## src/rtl/cache_pkg.sv

```systemverilog
`default_nettype none
// ============================================================================
//  Module      : cache_pkg
//  Description : Shared types and defaults for the cache fill arbiter:
//                FSM state encoding, fill owner encoding, block geometry
//                and memory latency defaults.
//  Revision    : 1.0 - initial release
// ============================================================================
package cache_pkg;

    // Default block geometry and memory timing
    localparam int BLOCK_WORDS_DFLT = 8;
    localparam int MEM_LAT_DFLT     = 4;

    // Byte-offset width inside a block (2 bytes per word)
    localparam int BLK_OFF_W = $clog2(2 * BLOCK_WORDS_DFLT);

    // Fill arbiter FSM states
    typedef enum logic [2:0] {
        ST_IDLE  = 3'd0,
        ST_WRITE = 3'd1,
        ST_ISSUE = 3'd2,
        ST_WAIT  = 3'd3,
        ST_DONE  = 3'd4
    } fill_state_t;

    // Which cache owns the fill in progress
    typedef enum logic {
        OWN_I = 1'b0,
        OWN_D = 1'b1
    } owner_t;

endpackage : cache_pkg
`default_nettype wire

```

## src/rtl/fill_grant_arb.sv

```systemverilog
`default_nettype none
// ============================================================================
//  Module      : fill_grant_arb
//  Description : Grant decision for the fill arbiter. A pending write-through
//                store always wins; between the two miss requesters the
//                choice is fixed (D over I) or, with FAIR_ARB_EN defined,
//                round-robin via a pointer register that starts at D.
//  Config      : FAIR_ARB_EN - enables round-robin I/D miss arbitration
//  Revision    : 1.0 - initial release
// ============================================================================
module fill_grant_arb
    import cache_pkg::*;
(
    input  logic   clk,
    input  logic   rst,
    input  logic   i_arb_en,
    input  logic   i_wr_req,
    input  logic   i_dmiss_req,
    input  logic   i_imiss_req,
    output logic   o_grant_wr,
    output logic   o_grant_fill,
    output owner_t o_owner
);

    logic w_any_miss;
    assign w_any_miss = i_dmiss_req | i_imiss_req;

    // Writes pre-empt fills; a fill is granted only when no write is pending
    assign o_grant_wr   = i_arb_en & i_wr_req;
    assign o_grant_fill = i_arb_en & ~i_wr_req & w_any_miss;

`ifdef FAIR_ARB_EN
    owner_t r_ptr;

    // On a tie the pointer picks the owner; otherwise the lone requester wins
    always_comb begin
        o_owner = OWN_I;
        if (i_dmiss_req && i_imiss_req)
            o_owner = r_ptr;
        else if (i_dmiss_req)
            o_owner = OWN_D;
    end

    // Pointer moves to the other cache after every fill grant
    always_ff @(posedge clk) begin
        if (rst)
            r_ptr <= OWN_D;
        else if (o_grant_fill)
            r_ptr <= (o_owner == OWN_D) ? OWN_I : OWN_D;
    end
`else
    logic w_unused_fixed;
    assign w_unused_fixed = clk ^ rst;

    // Fixed priority: D miss over I miss
    always_comb begin
        o_owner = i_dmiss_req ? OWN_D : OWN_I;
    end
`endif

endmodule : fill_grant_arb
`default_nettype wire

```

## src/rtl/cache_fill_arbiter.sv

```systemverilog
`default_nettype none
// ============================================================================
//  Module      : cache_fill_arbiter
//  Description : Shares one pipelined main memory between I-cache fills,
//                D-cache fills and D-cache write-through stores. A granted
//                fill issues BLOCK_WORDS reads back to back and steers the
//                returning words to the owning cache with a word index.
//  Config      : FAIR_ARB_EN - round-robin I/D miss arbitration
//                (handled inside fill_grant_arb)
//  Revision    : 1.0 - initial release
// ============================================================================
module cache_fill_arbiter
    import cache_pkg::*;
#(
    parameter int BLOCK_WORDS = BLOCK_WORDS_DFLT,
    parameter int ADDR_W      = 16
) (
    input  logic                           clk,
    input  logic                           rst,
    input  logic                           icache_miss_req,
    input  logic [ADDR_W-1:0]              icache_miss_addr,
    output logic                           icache_fill_valid,
    output logic                           icache_fill_done,
    input  logic                           dcache_miss_req,
    input  logic [ADDR_W-1:0]              dcache_miss_addr,
    output logic                           dcache_fill_valid,
    output logic                           dcache_fill_done,
    input  logic                           dcache_wr_req,
    input  logic [ADDR_W-1:0]              dcache_wr_addr,
    input  logic [15:0]                    dcache_wr_data,
    output logic                           dcache_wr_ack,
    output logic [$clog2(BLOCK_WORDS)-1:0] fill_word,
    output logic [15:0]                    fill_data,
    output logic                           mem_en,
    output logic                           mem_wr,
    output logic [ADDR_W-1:0]              mem_addr,
    output logic [15:0]                    mem_wdata,
    input  logic [15:0]                    mem_rdata,
    input  logic                           mem_rvalid,
    output logic                           busy
);

    localparam int WIDX_W = $clog2(BLOCK_WORDS);
    localparam int CNT_W  = WIDX_W + 1;
    localparam int OFF_W  = WIDX_W + 1;

    localparam logic [CNT_W-1:0]  c_BLOCK_CNT = CNT_W'(BLOCK_WORDS);
    localparam logic [ADDR_W-1:0] c_BASE_MASK = ~ADDR_W'((1 << OFF_W) - 1);

    fill_state_t         r_state;
    owner_t              r_owner;
    logic [ADDR_W-1:0]   r_base;
    logic [CNT_W-1:0]    r_issue_cnt;
    logic [CNT_W-1:0]    r_ret_cnt;
    logic                r_mem_en;
    logic                r_mem_wr;
    logic [ADDR_W-1:0]   r_mem_addr;
    logic [15:0]         r_mem_wdata;
    logic                r_wr_ack;
    logic                r_ifill_valid;
    logic                r_dfill_valid;
    logic                r_idone;
    logic                r_ddone;
    logic [WIDX_W-1:0]   r_fill_word;
    logic [15:0]         r_fill_data;
    logic                r_busy;

    logic                w_arb_en;
    logic                w_grant_wr;
    logic                w_grant_fill;
    owner_t              w_owner;
    logic [ADDR_W-1:0]   w_miss_addr;
    logic [ADDR_W-1:0]   w_miss_base;
    logic [ADDR_W-1:0]   w_issue_addr;
    logic                w_accept;

    assign w_arb_en = (r_state == ST_IDLE);

    fill_grant_arb u_grant (
        .clk          (clk),
        .rst          (rst),
        .i_arb_en     (w_arb_en),
        .i_wr_req     (dcache_wr_req),
        .i_dmiss_req  (dcache_miss_req),
        .i_imiss_req  (icache_miss_req),
        .o_grant_wr   (w_grant_wr),
        .o_grant_fill (w_grant_fill),
        .o_owner      (w_owner)
    );

    assign w_miss_addr = (w_owner == OWN_D) ? dcache_miss_addr : icache_miss_addr;
    assign w_miss_base = w_miss_addr & c_BASE_MASK;

    // Block base has zero offset bits, so OR-ing the word offset never carries
    assign w_issue_addr = r_base |
                          {{(ADDR_W-OFF_W){1'b0}}, r_issue_cnt[WIDX_W-1:0], 1'b0};

    // Returns are only taken while a fill is outstanding and not yet complete
    assign w_accept = ((r_state == ST_ISSUE) || (r_state == ST_WAIT)) &&
                      mem_rvalid && (r_ret_cnt < c_BLOCK_CNT);

    // Main FSM with registered memory, fill and handshake outputs
    always_ff @(posedge clk) begin
        if (rst) begin
            r_state       <= ST_IDLE;
            r_owner       <= OWN_I;
            r_base        <= '0;
            r_issue_cnt   <= '0;
            r_ret_cnt     <= '0;
            r_mem_en      <= 1'b0;
            r_mem_wr      <= 1'b0;
            r_mem_addr    <= '0;
            r_mem_wdata   <= '0;
            r_wr_ack      <= 1'b0;
            r_ifill_valid <= 1'b0;
            r_dfill_valid <= 1'b0;
            r_idone       <= 1'b0;
            r_ddone       <= 1'b0;
            r_fill_word   <= '0;
            r_fill_data   <= '0;
            r_busy        <= 1'b0;
        end else begin
            r_mem_en      <= 1'b0;
            r_mem_wr      <= 1'b0;
            r_wr_ack      <= 1'b0;
            r_idone       <= 1'b0;
            r_ddone       <= 1'b0;
            r_ifill_valid <= w_accept && (r_owner == OWN_I);
            r_dfill_valid <= w_accept && (r_owner == OWN_D);

            if (w_accept) begin
                r_fill_data <= mem_rdata;
                r_fill_word <= r_ret_cnt[WIDX_W-1:0];
                r_ret_cnt   <= r_ret_cnt + 1'b1;
            end

            case (r_state)
                ST_IDLE: begin
                    if (w_grant_wr) begin
                        r_state     <= ST_WRITE;
                        r_mem_en    <= 1'b1;
                        r_mem_wr    <= 1'b1;
                        r_mem_addr  <= dcache_wr_addr;
                        r_mem_wdata <= dcache_wr_data;
                        r_wr_ack    <= 1'b1;
                        r_busy      <= 1'b1;
                    end else if (w_grant_fill) begin
                        // First read goes out in the same cycle the FSM enters ISSUE
                        r_state     <= ST_ISSUE;
                        r_owner     <= w_owner;
                        r_base      <= w_miss_base;
                        r_mem_en    <= 1'b1;
                        r_mem_addr  <= w_miss_base;
                        r_issue_cnt <= CNT_W'(1);
                        r_ret_cnt   <= '0;
                        r_busy      <= 1'b1;
                    end
                end
                ST_WRITE: begin
                    r_state <= ST_IDLE;
                    r_busy  <= 1'b0;
                end
                ST_ISSUE: begin
                    if (r_issue_cnt != c_BLOCK_CNT) begin
                        r_mem_en    <= 1'b1;
                        r_mem_addr  <= w_issue_addr;
                        r_issue_cnt <= r_issue_cnt + 1'b1;
                    end else if (r_ret_cnt == c_BLOCK_CNT) begin
                        r_state <= ST_DONE;
                        r_idone <= (r_owner == OWN_I);
                        r_ddone <= (r_owner == OWN_D);
                    end else begin
                        r_state <= ST_WAIT;
                    end
                end
                ST_WAIT: begin
                    // Final word is on fill_data this cycle
                    if (r_ret_cnt == c_BLOCK_CNT) begin
                        r_state <= ST_DONE;
                        r_idone <= (r_owner == OWN_I);
                        r_ddone <= (r_owner == OWN_D);
                    end
                end
                ST_DONE: begin
                    r_state     <= ST_IDLE;
                    r_busy      <= 1'b0;
                    r_issue_cnt <= '0;
                    r_ret_cnt   <= '0;
                end
                default: begin
                    r_state <= ST_IDLE;
                    r_busy  <= 1'b0;
                end
            endcase
        end
    end

    assign icache_fill_valid = r_ifill_valid;
    assign icache_fill_done  = r_idone;
    assign dcache_fill_valid = r_dfill_valid;
    assign dcache_fill_done  = r_ddone;
    assign dcache_wr_ack     = r_wr_ack;
    assign fill_word         = r_fill_word;
    assign fill_data         = r_fill_data;
    assign mem_en            = r_mem_en;
    assign mem_wr            = r_mem_wr;
    assign mem_addr          = r_mem_addr;
    assign mem_wdata         = r_mem_wdata;
    assign busy              = r_busy;

endmodule : cache_fill_arbiter
`default_nettype wire
```

## config.mk

```make
export PLATFORM = sky130hd
export DESIGN_NAME = cache_fill_arbiter
export DESIGN_NICKNAME = d
export VERILOG_FILES = /design/src/rtl/cache_pkg.sv /design/src/rtl/fill_grant_arb.sv /design/src/rtl/cache_fill_arbiter.sv
export SDC_FILE = /design/constraint.sdc
export NUM_CORES = 1
export LEC_CHECK = 0
export ABC_AREA = 1
export ABC_CLOCK_PERIOD_IN_PS = 3600
export CELL_PAD_IN_SITES_DETAIL_PLACEMENT = 0
export CELL_PAD_IN_SITES_GLOBAL_PLACEMENT = 1
export CORE_UTILIZATION = 33
export CTS_BUF_LIST = sky130_fd_sc_hd__clkbuf_8
export CTS_CLUSTER_DIAMETER = 40
export CTS_CLUSTER_SIZE = 10
export DETAILED_ROUTE_END_ITERATION = 16
export PLACE_DENSITY_LB_ADDON = 0.1
export SLEW_MARGIN = 40
export SYNTH_ARGS = -nofsm -noshare
export SYNTH_HDL_FRONTEND = slang
export SYNTH_SLANG_ARGS = --single-unit
```

## constraint.sdc

```tcl
create_clock -name clk -period 3.6 [get_ports clk]
set_input_delay 0.36 -clock clk [delete_from_list [all_inputs] [get_ports clk]]
set_output_delay 0.36 -clock clk [all_outputs]
set_load 0.02 [all_outputs]
```

==> qor.yml, run 1 <==
path_class: "input port to register"
fin_tns_setup_ps: 0
final_core_util_pct: 48.94
final_cell_mix: "clkdlybuf4s50_1, nand2_1, nor2_1, dfxtp_1, o21ai_0"
avgSynthCellArea_um2: 7.245
yosysWarnings: 0
layout_commonest_cell: "clkdlybuf4s50_1"
post-route-period-util_pct: 64.87
hold_class: "register to register"
gr-usage-all-layers_pct: 17.92
clock_skew_ps: 10.25
crit_path_start: "dcache_miss_req"
grt_pass1_wl_mm: 16.19
ir_drop_mv: 0.2635
dp_hpwl_mm: 6.796
layout-drive-gt1-share_pct: 9.005
layout.nets: 718
worst_setup_path_start_kind: "input port"
worst_pin_slew_ps: 688.6
drc: 0
r2r_start: "r_state[0]"
min-delay-start: "mem_wdata[12]"
synth_cell_types: 31
synth_area_um2: 3659
clkLatencyLatePin_ps: 350
setup_viol: 0
nFillCells: 1097
htree_levels: 3
postLayoutCellArea_um2: 5305
design.die.area_um2: 11510
slew_headroom_pct: 54.04
avgViaCountPerCell: 4.583
drv_cap: 0
gp_congestion: 0.7644
postSynthNetCount: 595
antenna_found_initial: 0
gr-total-overflow: 0
core_um2: 10840
place_area_um2: 5071
maxSlewViolCount: 0
clockBufferDepth: 2
std_cell_rows: 38
grt_setup_unrepaired: "false"
yosysTopAreaCell: "dfxtp_1"
drt-total-wl_mm: 9.941
clkTransAtPathRegs_ps: 80
clkSinkCount: 82
grt_pass1_vias: 3340
hold_viol: 0
vias: 3543
crit_required_ps: 3870
status: "complete, no violations"
root_buffer: "clkbuf_8"
wl_per_cell_um: 12.86
fmax_mhz: 428.2
finalCriticalPeriod_ps: 2335
drtIter0Drc: 171
die_y_um: 107.3
syn_inst: 505
post_cts_buffers: 0
power_density_nw_per_um2: 679.3
ctsHoldBuffers: 0
synthTopCellsByArea: "dfxtp_1, nand2_1, nor2_1"
dr.pass1.iters: 6
portBuffers: 136
end_kind: "register"
path_max_fanout: 26
p_leak_uw: 0.002146
antenna_cells: 0
syn2layout_area_growth_pct: 45.01
ys_seq_area_share_pct: 44.87
antenna_left: 0
totalPowerFinal_uw: 3604
start_util_pct: 33.75
crit_arrival_ps: 2600
die_x_um: 107.3
whs_ps: 466.1
grt_max_degree: 43
tritoncts: "yes"
ios: 145
postCtsResizedCells: 0
synth-seq-cells: 82
yosys.area.top_type_share_pct: 44.87
numCtsBuffers: 9
[power breakdown]
group	leakage [uW]	internal (uW)	switching (uW)
clock	0.000122	455	332
combinational	0.00135	629	926
sequential	0.000673	1120	139
[logic make-up (layout without fill, tap and decap cells)]
family,after synthesis,after routing,synth area share [%]
buffers and inverters,60,188,7.250
flip-flops,82,82,44.87
AO/OA/AOI/OAI,103,103,16.11
adder cells (fa/ha/maj),4,4,1.368
AND/OR/NAND/NOR,256,256,30.40
[worst paths after layout]
| path | end | depth (start not counted) | slack (ps) |
|---|---|---|---|
| worst min register to register | mem_wdata[12] | 2 | 470 |
| worst max-delay path | r_base[8] | 7 | 1260 |
| worst min-delay path | mem_wdata[12] | 2 | 470 |
| worst max register to register | mem_addr[1] | 7 | 1380 |
[per-layer routing]
layer | wire, um | up-vias | global-route usage [%]
li1 | - | 1866 | -
met1 | 4768 | 1577 | 23.09
met2 | 4593 | 92 | 29.77
met3 | 479 | 8 | 3.027
met4 | 99 | 0 | 7.045
met5 | 0 | - | 0
[stage by stage]
stage          cells  setup slack [ps]
4_1_cts          773              1219
6_report         773              1265
5_1_grt          773             947.3
3_3_place_gp     757             902.4
3_5_place_dp     757             847.5
2_1_floorplan    505              2211
[final cells by class]
class / count / area (um^2) / area share [%]
Sequential cell: 82 / 1642 / 30.94
Clock inverter: 7 / 110.1 / 2.075
Clock buffer: 9 / 123.9 / 2.335
Inverter: 33 / 123.9 / 2.335
Tap cell: 140 / 175.2 / 3.302
Multi-Input combinational cell: 363 / 1752 / 33.02
Timing Repair Buffer: 139 / 1379 / 25.99
[Yosys cell counts]
library cell  instances
nand3b_1              2
nand4_1               3
a21oi_1              27
buf_4                 5
nand3_1               8
o21ai_1              16
nand2_4               3
ha_1                  4
buf_6                 1
buf_2                10
nor4_1                2
a211oi_1              7
or2_2                13
nand2_2               2
inv_2                 4
clkbuf_2              1
inv_1                29
nand3_2               2
nor2_2                3
o21ai_2               1
buf_1                 1
nand2_1             109
clkbuf_1              9
a211oi_2              7
nor3_1                3
nor3_2                1
nor2_8                1
nor2_4                2
nor2_1              102
dfxtp_1              82
o21ai_0              45
[worst max-delay path, stage by stage]
cell and delay [ps]:
clkdlybuf4s50_1 800, inv_1 330, nand2_1 200, nand3_2 120, nor2_4 510, nor2_1 90
a211oi_1 190
[sequential cells by signal, summed over array words and instances, names as in the netlist]
name	count
busy	1
dcache_fill_done	1
dcache_fill_valid	1
dcache_wr_ack	1
fill_data	16
fill_word	3
icache_fill_done	1
icache_fill_valid	1
mem_addr	16
mem_en	1
mem_wdata	16
r_base	12
r_issue_cnt	4
r_owner	1
r_ret_cnt	4
r_state	3
Power figures use the tool's default switching activity.
==> run 2: changes to the inputs <==
- ABC_CLOCK_PERIOD_IN_PS: 3600 -> 1900
- CORE_UTILIZATION: 33 -> 28
- clock period: 3.6 -> 1.9 ns (I/O delays scaled with it)
==> run 2 against run 1 <==
  * Flip-flop and latch count did not move
  * Sequential power rose by 88%
  * Non-clock buffer count rose by 14
  * Final area rose by 2.2%
  * Utilization fell by 6.1 points
  * Die area rose by 18%
  * Global-route usage fell by 2.3 points
  * Routed wire length rose by 2.1%
  * Via count fell by 0.25%
  * Critical path depth rose by 1
==> qor.yml, run 2 (same netlist as run 1, synthesis figures left out) <==
status: "complete, no violations"
layout_commonest_cell: "clkdlybuf4s50_1"
place_worst_setup_slack_ps: 115.8  # -731.7 ps
drt-total-wl_mm: 10.15  # +2.1%
critPathMaxStageDelay_ps: 400  # -400 ps
fmax_mhz: 629.8
syn2layout_area_growth_pct: 48.26
p_leak_uw: 0.002202  # +2.6%
multi_input_area_um2: 1752  # unchanged
finalCriticalPeriod_ps: 1588
wl_per_cell_um: 12.40  # -3.6%
clkTransAtPathRegs_ps: 80  # about the same
cpMaxStageDelayCell: "dfxtp_1"
layout.nets: 732  # +1.9%
path_max_fanout: 5  # -81%
worst_pin_slew_ps: 542.9  # -145.6 ps
slew_headroom_pct: 63.80  # +9.8 points
antenna_cells: 0  # unchanged
antenna_found_initial: 0  # unchanged
setup_viol: 0  # unchanged
gr-total-overflow: 0  # unchanged
numCtsBuffers: 9  # unchanged
start_util_pct: 28.87  # -4.9 points
portBuffers: 136  # unchanged
layout-drive-gt1-share_pct: 11.13  # +2.1 points
clock_skew_ps: 14.59  # +4.330 ps
ctsHoldBuffers: 0  # unchanged
maxSlewViolCount: 0  # unchanged
core_um2: 12670  # +17%
final_cell_mix: "clkdlybuf4s50_1, nand2_1, nor2_1, dfxtp_1, o21ai_0"
die_y_um: 116.3  # +8.4%
seqCellArea_um2: 1642  # unchanged
gr-usage-all-layers_pct: 15.66  # -2.3 points
drv_cap: 0  # unchanged
nFillCells: 1348  # +23%
clkSinkCount: 82  # unchanged
clockBufferDepth: 2  # unchanged
drtIter0Drc: 113  # -34%
crit_arrival_ps: 1800  # -800 ps
std_cell_rows: 41  # +7.9%
grt_pass1_vias: 3321  # -0.57%
grt_pass1_wl_mm: 16.30  # +0.64%
vias: 3534  # -0.25%
postCtsResizedCells: 0  # unchanged
tritoncts: "yes"
avgViaCountPerCell: 4.315  # -5.9%
power_density_nw_per_um2: 1245  # +83%
grt_max_degree: 42  # -2.3%
grt_setup_unrepaired: "false"
fin_tns_setup_ps: 0  # unchanged
path_cells: "inv_1 > ha_1 > nand3_1 > nor2_2 > nor2_2 > nand2_1 > nand2_1 > a21oi_1"
hold_class: "input port to register"
dr.pass1.iters: 4  # -2
root_buffer: "clkbuf_8"
dp_hpwl_mm: 7.355  # +8.2%
ir_drop_mv: 0.5160  # +96%
htree_levels: 3  # unchanged
post-route-period-util_pct: 83.57
hold_viol: 0  # unchanged
end_kind: "register"
path_class: "register to register"
post_cts_buffers: 0  # unchanged
die_x_um: 116.3  # +8.4%
design.die.area_um2: 13530  # +18%
gp_congestion: 0.7480  # -2.1%
setup_ws_ps: 312.2  # -952.7 ps
worst_setup_path_start_kind: "register"
ios: 145  # unchanged
clkLatencyLatePin_ps: 360  # about the same
crit_required_ps: 2120  # -1750 ps
antenna_left: 0  # unchanged
drc: 0  # unchanged
## run 2: power by group
group          internal (uW)  total (uW)  switching (uW)
Clock                    634        1270             639
Combinational           1310        3110            1800
Sequential              2130        2370             238
Total                   4070        6750            2680
## run 2: worst paths after layout
| check | from | endpoint | slack [ps] | cells past startpoint |
|---|---|---|---|---|
| max reg2reg | r_issue_cnt[1] | r_issue_cnt[0] | 310 | 8 |
| min reg2reg | mem_addr[1] | mem_addr[1] | 460 | 2 |
| max | r_issue_cnt[1] | r_issue_cnt[0] | 310 | 8 |
| min | rst | icache_fill_valid | 140 | 3 |
## run 2: worst max-delay path, delay by kind of cell (launching register included)
kind / cells / cell delay, ps
AO/OA/AOI/OAI: 1 / 60
adder cells (fa/ha/maj): 1 / 180
flip-flops: 1 / 400
buffers and inverters: 1 / 90
AND/OR/NAND/NOR: 5 / 720
## run 2: stage by stage
| step | std cells | total power (uW) | utilization, % | hold WS [ps] | area (um^2) |
|---|---|---|---|---|---|
| 2_1_floorplan | 505 | 4324 | - | 332.9 | 3659 |
| 3_3_place_gp | 803 | 5536 | 41.27 | 451.1 | 5229 |
| 3_5_place_dp | 803 | 5567 | 41.27 | 456.9 | 5229 |
| 4_1_cts | 819 | 6867 | 42.81 | 119.1 | 5424 |
| 5_1_grt | 819 | 7299 | 42.81 | 165.9 | 5424 |
| 6_report | 819 | 6751 | 42.81 | 143.9 | 5424 |
## run 2: area by class of cell
type / count / share of cell area, %
timing repair buffer: 153 / 27.59
tap: 172 / 3.968
multi-input combinational: 363 / 32.30
clock inverter: 6 / 1.061
sequential: 82 / 30.27
inverter: 33 / 2.284
clock buffer: 10 / 2.537
## run 2: per-layer routing
layer / global-route usage [%] / vias up / wire (um) / part of all wire, %
li1: - / 1888 / - / -
met1: 20.15 / 1558 / 4868 / 48
met2: 25.68 / 77 / 4639 / 46
met3: 2.647 / 11 / 468 / 4.6
met4: 6.923 / 0 / 177 / 1.7
met5: 0 / - / 0 / 0
==> run 3: changes to the inputs <==
- ABC_CLOCK_PERIOD_IN_PS: 1900 -> 1600
- CORE_UTILIZATION: 28 -> 31
- clock period: 1.9 -> 1.6 ns (I/O delays scaled with it)
==> run 3 against run 2 <==
  * Critical path depth down 7
  * Largest power group unchanged
  * Clock skew down 9.4 ps
  * Final area up 2.6%
  * Highest routed layer unchanged
  * Largest cell class unchanged
==> qor.yml, run 3 (same netlist as run 1, synthesis figures left out) <==
root_buffer: "clkbuf_8"
path_buf_inv: 1  # unchanged
antenna_found_initial: 0  # unchanged
path_class: "register to output pin"
hold_depth: 2  # -1
final_cell_mix: "clkdlybuf4s50_1, nand2_1, nor2_1, dfxtp_1, o21ai_0"
final_core_util_pct: 48.52  # +5.7 points
crit_cells: 1  # -7
gr-total-overflow: 0  # unchanged
gp_congestion: 0.7713  # +3.1%
power_density_nw_per_um2: 1475  # +18%
cp_top_family: "buffers and inverters"
core_um2: 11470  # -9.5%
whs_ps: 200.7  # +56.82 ps
grt_pass1_wl_mm: 17.55  # +7.7%
portBuffers: 136  # unchanged
layout_commonest_cell: "clkdlybuf4s50_1"
ctsHoldBuffers: 0  # unchanged
layout.nets: 752  # +2.7%
syn2layout_area_growth_pct: 52.09
drv_cap: 0  # unchanged
maxSlewViolCount: 0  # unchanged
place_worst_setup_slack_ps: -67.08  # -182.9 ps
crit_arrival_ps: 1360  # -440 ps
die_y_um: 110.6  # -4.9%
numCtsBuffers: 9  # unchanged
crit_required_ps: 1440  # -680 ps
path_cells: "clkdlybuf4s50_1"
clkSinkCount: 82  # unchanged
htree_levels: 3  # unchanged
clockBufferDepth: 2  # unchanged
post_cts_buffers: 0  # unchanged
post-route-period-util_pct: 95.19
p_leak_uw: 0.002307  # +4.7%
drc: 0  # unchanged
grt_max_degree: 34  # -19%
ir_drop_mv: 0.5776  # +12%
cpMaxStageDelayCell: "clkdlybuf4s50_1"
critPathMaxStageDelay_ps: 630  # +230 ps
postLayoutCellArea_um2: 5564  # +2.6%
clkLatencyLatePin_ps: 340  # -20 ps
antenna_left: 0  # unchanged
dp_hpwl_mm: 7.594  # +3.2%
grt_setup_unrepaired: "false"
slew_headroom_pct: 74.20  # +10 points
ios: 145  # unchanged
vias: 3636  # +2.9%
antenna_cells: 0  # unchanged
dr.pass1.iters: 4  # unchanged
design.die.area_um2: 12240  # -9.5%
clkTransAtPathRegs_ps: 80  # about the same
finalCriticalPeriod_ps: 1523
setup_viol: 0  # unchanged
clock_skew_ps: 5.148  # -9.438 ps
layout-drive-gt1-share_pct: 13.81  # +2.7 points
hold_viol: 0  # unchanged
grt_pass1_vias: 3610  # +8.7%
tritoncts: "yes"
worst_setup_path_start_kind: "register"
drt-total-wl_mm: 10.21  # +0.54%
dpl.cell_count: 794  # -1.1%
std_cell_rows: 39  # -4.9%
start_util_pct: 31.90  # +3.0 points
setup_ws_ps: 77.01  # -235.2 ps
hold_class: "input port to register"
wl_per_cell_um: 12.62  # +1.8%
reg2reg_depth: 8  # unchanged
gr-usage-all-layers_pct: 17.49  # +1.8 points
path_max_fanout: 2  # -3
fmax_mhz: 656.6
place_area_um2: 5368  # +2.7%
worst_pin_slew_ps: 387.0  # -155.9 ps
end_kind: "output pin"
avgViaCountPerCell: 4.494  # +4.2%
drtIter0Drc: 156  # +38%
stdcell_count: 809  # -1.2%
die_x_um: 110.6  # -4.9%
status: "complete, no violations"
[run 3: worst paths after layout]
check                      start        endpoint  slack (ps)
hold reg to reg    mem_wdata[11]   mem_wdata[11]         470
setup / recovery     mem_addr[7]     mem_addr[7]          80
hold / removal               rst      r_base[12]         200
setup reg to reg  r_issue_cnt[1]  r_issue_cnt[0]         100
[run 3: cell type report]
cell class / instances / area [um^2]
clock buffer: 10 / 137.6
clock inverter: 5 / 47.55
fill: 1210 / 5903
inverter: 33 / 123.9
multi-input combinational: 363 / 1760
sequential: 82 / 1644
tap: 143 / 178.9
timing repair buffer: 173 / 1672
[run 3: power by group]
| group | switching (uW) | internal [uW] |
|---|---|---|
| Combinational | 2190 | 1740 |
| Clock | 708 | 740 |
| Sequential | 296 | 2530 |
| Total | 3190 | 5010 |
[run 3: what timing repair did]
item                                    in CTS  in global routing
endpoints found under the setup margin       0                  4
resized for setup                            0                  3
endpoints found under the hold margin        0                  0
[run 3: worst register-to-register path, cell delays in order (launching register included)]
cell and delay [ps]:
dfxtp_1 330, inv_1 50, ha_1 180, nand3_1 170, nor2_2 90, nor2_2 230
nand2_1 170, nand2_1 90, a21oi_1 60
[run 3: per-stage QoR]
stage          power [uW]  setup TNS [ps]
2_1_floorplan        5135               0
3_3_place_gp         6764          -556.3
3_5_place_dp         6811          -828.7
4_1_cts              8300               0
5_1_grt              8844               0
6_report             8205               0
[run 3: layer usage]
layer | track usage, % | share of wire (%) | wire length (um)
met1 | 22.91 | 49 | 4995
met2 | 28.49 | 45 | 4619
met3 | 4.116 | 4.6 | 467
met4 | 5.244 | 1.2 | 125
met5 | 0 | 0 | 0
